File: src/rtl/apb_slave_regfile.sv
// APB completer serving a bank of 32-bit registers.
// Register 0 is a read-only ID word; the others are read/write with byte strobes.
// The access phase is stretched by a fixed number of wait states. Illegal
// transfers complete with pslverr and leave the registers untouched.
module apb_slave_regfile #(
    parameter int unsigned                ADDRESS_WIDTH = 32,
    parameter int unsigned                DATA_WIDTH    = 32,
    parameter int unsigned                NUM_REGS      = 16,
    parameter logic [ADDRESS_WIDTH-1:0]   BASE_ADDR     = '0,
    parameter int unsigned                WAIT_STATES   = 0,
    parameter logic [DATA_WIDTH-1:0]      ID_VALUE      = 32'hA5B0_0001
) (
    input  logic                           pclk,
    input  logic                           preset_n,
    input  logic                           psel,
    input  logic                           penable,
    input  logic [ADDRESS_WIDTH-1:0]       paddr,
    input  logic                           pwrite,
    input  logic [DATA_WIDTH/8-1:0]        pstrb,
    input  logic [DATA_WIDTH-1:0]          pwdata,
    input  logic [2:0]                     pprot,
    output logic                           pready,
    output logic [DATA_WIDTH-1:0]          prdata,
    output logic                           pslverr,
    output logic [NUM_REGS*DATA_WIDTH-1:0] regs_o
);

    localparam int unsigned IDX_W     = $clog2(NUM_REGS);
    localparam int unsigned NUM_BYTES = DATA_WIDTH / 8;
    // Byte-offset bits inside the register window; BASE_ADDR has them all zero.
    localparam logic [ADDRESS_WIDTH-1:0] SPAN_MASK = ADDRESS_WIDTH'(NUM_REGS * 4 - 1);
    localparam logic [3:0] WAIT_INIT = 4'(WAIT_STATES);

    // The setup phase has no state of its own. It is recognised on the edge
    // that ends it, so that pready can be registered high for the first
    // access cycle when there are no wait states.
    typedef enum logic {StIdle, StAccess} state_t;

    state_t                 state_q;
    logic [3:0]             cnt_q;
    logic                   write_q;
    logic [NUM_BYTES-1:0]   strb_q;
    logic [DATA_WIDTH-1:0]  wdata_q;
    logic [IDX_W-1:0]       idx_q;
    logic                   err_q;
    logic [DATA_WIDTH-1:0]  regs_q [NUM_REGS];

    logic                   setup_seen;
    logic                   in_range;
    logic                   misaligned;
    logic [IDX_W-1:0]       setup_idx;
    logic                   setup_err;
    logic [DATA_WIDTH-1:0]  setup_rdata;
    logic [DATA_WIDTH-1:0]  lat_rdata;
    logic                   completing;

    // pprot[2:1] carry no meaning for this register bank.
    logic unused_prot;
    assign unused_prot = ^pprot[2:1];

    // Decode the setup-phase inputs and form the registered read data.
    always_comb begin
        setup_seen = (state_q == StIdle) && psel && !penable;
        in_range   = (paddr & ~SPAN_MASK) == BASE_ADDR;
        misaligned = paddr[1:0] != 2'b00;
        setup_idx  = paddr[IDX_W+1:2];
        setup_err  = !in_range || misaligned ||
                     (pwrite && ((setup_idx == '0) || !pprot[0]));
        setup_rdata = '0;
        if (!setup_err && !pwrite) begin
            setup_rdata = (setup_idx == '0) ? ID_VALUE : regs_q[setup_idx];
        end
        lat_rdata = '0;
        if (!err_q && !write_q) begin
            lat_rdata = (idx_q == '0) ? ID_VALUE : regs_q[idx_q];
        end
        completing = (state_q == StAccess) && psel && penable && pready;
    end

    // Transfer FSM: latch the request, count wait states, drive the response.
    always_ff @(posedge pclk or negedge preset_n) begin
        if (!preset_n) begin
            state_q <= StIdle;
            cnt_q   <= '0;
            write_q <= 1'b0;
            strb_q  <= '0;
            wdata_q <= '0;
            idx_q   <= '0;
            err_q   <= 1'b0;
            pready  <= 1'b0;
            prdata  <= '0;
            pslverr <= 1'b0;
        end else begin
            unique case (state_q)
                StIdle: begin
                    if (setup_seen) begin
                        write_q <= pwrite;
                        strb_q  <= pstrb;
                        wdata_q <= pwdata;
                        idx_q   <= setup_idx;
                        err_q   <= setup_err;
                        cnt_q   <= WAIT_INIT;
                        state_q <= StAccess;
                        if (WAIT_INIT == 4'd0) begin
                            pready  <= 1'b1;
                            pslverr <= setup_err;
                            prdata  <= setup_rdata;
                        end
                    end
                end
                StAccess: begin
                    if (!psel) begin
                        // Master abandoned the transfer.
                        state_q <= StIdle;
                        cnt_q   <= '0;
                        pready  <= 1'b0;
                        pslverr <= 1'b0;
                        prdata  <= '0;
                    end else if (pready) begin
                        if (penable) begin
                            state_q <= StIdle;
                            pready  <= 1'b0;
                            pslverr <= 1'b0;
                            prdata  <= '0;
                        end
                    end else if (cnt_q != 4'd0) begin
                        cnt_q <= cnt_q - 4'd1;
                        if (cnt_q == 4'd1) begin
                            pready  <= 1'b1;
                            pslverr <= err_q;
                            prdata  <= lat_rdata;
                        end
                    end
                end
                default: state_q <= StIdle;
            endcase
        end
    end

    // Register bank: byte-lane write on a clean write completion.
    always_ff @(posedge pclk or negedge preset_n) begin
        if (!preset_n) begin
            for (int i = 0; i < int'(NUM_REGS); i++) begin
                regs_q[i] <= '0;
            end
        end else if (completing && write_q && !err_q) begin
            for (int k = 0; k < int'(NUM_BYTES); k++) begin
                if (strb_q[k]) begin
                    regs_q[idx_q][8*k +: 8] <= wdata_q[8*k +: 8];
                end
            end
        end
    end

    for (genvar g = 0; g < int'(NUM_REGS); g++) begin : g_flat
        assign regs_o[g*DATA_WIDTH +: DATA_WIDTH] = regs_q[g];
    end

endmodule

File: config.mk
export PLATFORM = sky130hd
export DESIGN_NAME = apb_slave_regfile
export DESIGN_NICKNAME = d
export VERILOG_FILES = /design/src/rtl/apb_slave_regfile.sv
export SDC_FILE = /design/constraint.sdc
export NUM_CORES = 1
export LEC_CHECK = 0
export ABC_CLOCK_PERIOD_IN_PS = 4550
export BUFFER_PORTS_ARGS = -buffer_cell sky130_fd_sc_hd__buf_4
export CAP_MARGIN = 10
export CORE_MARGIN = 10
export CORE_UTILIZATION = 47
export DETAILED_ROUTE_END_ITERATION = 10
export PLACE_DENSITY = 0.7
export SLEW_MARGIN = 20
export SYNTH_ARGS = -nofsm -noshare
export SYNTH_HDL_FRONTEND = slang
export SYNTH_SLANG_ARGS = --single-unit
File: constraint.sdc
create_clock -name pclk -period 4.55 [get_ports pclk]
set_input_delay 0.2275 -clock pclk [delete_from_list [all_inputs] [get_ports pclk]]
set_output_delay 0.2275 -clock pclk [all_outputs]
set_load 0.005 [all_outputs]
==> run_results.csv <==
group,metric,value,unit
global_routing,antenna_found_initial,5,
synth,synth_nets,2104,
global_routing,grt_pass1_wl,167000,um
synth,synth_area_leader_cell,"dfrtp_1",
setup_path,arrival,3.88,ns
synth,synth.distinct_cells,55,
clock_network,clkSinkCount,593,
setup_path,cp_num_buf_inv,1,
setup_path,start_kind,"flip-flop",
setup_path,cp_top_family,"simple AND/OR/NAND/NOR gates",
floorplanning,die_h,275,um
drt,first_pass_iters,6,
sta,worst_slew_pin_slew,1.13,ns
floorplanning,core,64500,um^2
sta,fin_tns_setup,0,ns
synth,synth_top_area_share,0.484,
status,status,"completed",
cells_and_area,final_cell_area,38600,um^2
setup_path,worstSetupStartpoint,"idx_q[3]",
placed_design,io_buffers,619,
floorplanning,rows,93,
cells_and_area,final_nets,2716,
sta,maxSlewHeadroom,0.241,
global_routing,grt_pass1_vias,23418,
setup_path,crit_type,"reg2reg",
global_routing,grt.overflow.total,0,
setup_path,r2r-start,"idx_q[3]",
sta,setup_violations,0,
clock_network,cts_buffers,66,
drt,first_iter_violations,2019,
job,cap_violations,0,
drt,routedWlPerCell,33.1,um
drt,postRouteWirelength,117000,um
setup_path,setup.worst_path.end_class,"flip-flop",
global_routing,grt_max_degree,122,
synth,synth_compound_area_frac,0.0417,
setup_path,cp.depth,5,
sta,min_period,3.43,ns
clock_network,cts-root-buf,"clkbuf_16",
setup_path,r2r_slack,1.12,ns
sta,max_freq,292,MHz
setup_path,r2r_cells,5,
floorplanning,dieArea,75800,um^2
synth,synth_top_family_by_area,"multiplexers",
drt,vias,22423,
synth,ys_warn_count,0,
clock_network,cts_buffer_depth,3,
drt,viasPerCell,6.34,
setup_path,critPathMaxStageDelay,0.87,ns
hold_path,min_path_type,"in2reg",
synth,synthMuxAreaShare,0.412,
synth,yosys-top-cells-area,"dfrtp_1 (48%), mux2_2 (20%), mux4_2 (16%)",
synth,ys.flop_type,"dfrtp_1",
synth,syn_area,30600,um^2
synth,synth-edff-count,0,
placed_design,dpl_cell_area,36000,um^2
setup_path,crit_chain,"buf_4 > nand2_1 > nor3_1 > nand2_2 > mux2_2",
drt,final_antenna_net_count,0,
setup_path,cp_max_fo,30,
drt,drc,0,
setup_path,crit_required,5.00,ns
power_and_ir_drop,p_leak,19.0,nW
sta,fin_crit_sh,0.754,
placed_design,gp_congestion,0.892,
synth,synthArstFlopShare,1.00,
sta,skew,0.0378,ns
global_routing,gr-usage-all-layers,0.303,
clock_network,h-tree-depth,3,
cells_and_area,fin_util,0.598,
setup_path,r2r-end,"regs_o[412]",
cells_and_area,drive_gt1_frac,0.585,
synth,synthCells,2025,
floorplanning,fp.dieW,275,um
synth,synthAdderAreaFrac,0.00123,
clock_network,post-cts-setup-buffers,0,
synth,synth-xor-area-share,0.000572,
synth,ys_ff_latch,593,
clock_network,cts_hold_buf,39,
cells_and_area,syn_to_final_growth,25.9,%
clock_network,cts_resized,0,
sta,hold_violations,0,
synth,avgSynthCellArea,15.1,um^2
power_and_ir_drop,powerDensity,326,nW/um^2
clock_network,clock_latency,0.60,ns
floorplanning,start_util,0.475,
sta,report.final.slew_viol_count,0,
synth,ys_seq_area_frac,0.484,
power_and_ir_drop,peakVddDrop,0.268,mV
placed_design,dp_hpwl,80000,um
floorplanning,ios,622,
setup_path,crit_slowest_cell,"dfrtp_4",
clock_network,clkTransAtPathRegs,0.06,ns
clock_network,cts_tree,"done",
setup_path,endpoint,"regs_o[412]",
sta,rsz0062_at_grt,"no",
synth,yosys.area_share.simple,0.0350,
-- power by group --
group | switching [mW] | internal, mW
clock | 2.19 | 3.32
combinational | 0.738 | 0.548
sequential | 0.409 | 5.37
-- kinds of logic (layout without fill, tap and decap cells) --
logic type                 Yosys count  count (layout)
AOI/OAI and AO/OA                  176             176
DFF                                593             593
muxes                              910             910
buffers and inverters              150             807
other                                0               1
adders and majority gates            3               3
and+or+nand+nor                    191             191
xor gates and xnor gates             2               2
-- area by class of cell --
cell class,instances,area [um^2]
Fill cell,5046,25900
Multi-Input combinational cell,1282,15000
Sequential cell,593,14900
Timing Repair Buffer,690,5370
Clock buffer,98,1960
Tap cell,855,1070
Clock inverter,15,243
Inverter,4,16.3
Antenna cell,1,2.50
-- cells in the mapped netlist (all sizes together) (9+ instances only) --
cell and count:
dfrtp 593, mux2 555, mux4 224, mux2i 131, nand2 84, buf 82, clkbuf 64, a21oi 30
a221o 30, nor2 26, a211oi 24, o22ai 23, nor2b 18, o21ai 17, a22oi 13, nor3b 11
nand3 10, and2 9, nor4 9
-- worst min path at each step --
stage          cells after the start          to  slack (ns)  startpoint
2_1_floorplan                      0    cnt_q[0]       -0.07    preset_n
3_3_place_gp                       1  regs_o[24]        0.39    preset_n
3_5_place_dp                       1  regs_o[24]        0.41    preset_n
4_1_cts                            4      pready        0.04     penable
5_1_grt                            4      pready        0.09     penable
6_report                           4      pready        0.08     penable
-- routing by layer --
layer  wire length, um  part of all wire  GRT usage  vias to the layer above
met1             44200              0.38      0.374                    11898
met3             11500             0.099     0.0925                      246
met5                13           0.00011          0                        -
li1                  -                 -          -                     9108
met2             56400              0.48      0.487                     1169
met4              4900             0.042      0.132                        2
-- worst min-delay path, stage by stage --
cell     delay (ns)
buf_4          0.11
nor2b_1        0.04
o21ai_0        0.14
o21ai_0        0.09
-- layout by cell type (no fill, tap or decap), types with 24 or more instances in the layout --
master / n
mux2_2: 538
a221o_1: 30
dlygate4sd3_1: 39
a21oi_1: 29
mux2i_1: 131
nand2_2: 45
nand2_1: 38
clkbuf_16: 68
a211oi_1: 24
dfrtp_1: 590
mux4_2: 224
buf_4: 642
-- sequential cells by signal (all words and copies together) (netlist names) --
signal / count
regs_o: 512
wdata_q: 32
strb_q: 4
state_q: 1
idx_q: 4
prdata: 32
err_q: 1
cnt_q: 4
pready: 1
pslverr: 1
write_q: 1
-- per-stage QoR --
stage	instances	power, mW	worst slack [ns]	hold slack [ns]
finish	3538	12.6	1.12	0.0812
global placement	3385	7.10	1.23	0.394
global route	3538	13.0	1.07	0.0877
detailed placement	3385	7.13	1.20	0.413
floorplan	2025	6.58	2.48	-0.0681
CTS	3537	12.6	1.16	0.0401
Note: power is estimated with default switching activity, not from simulation.
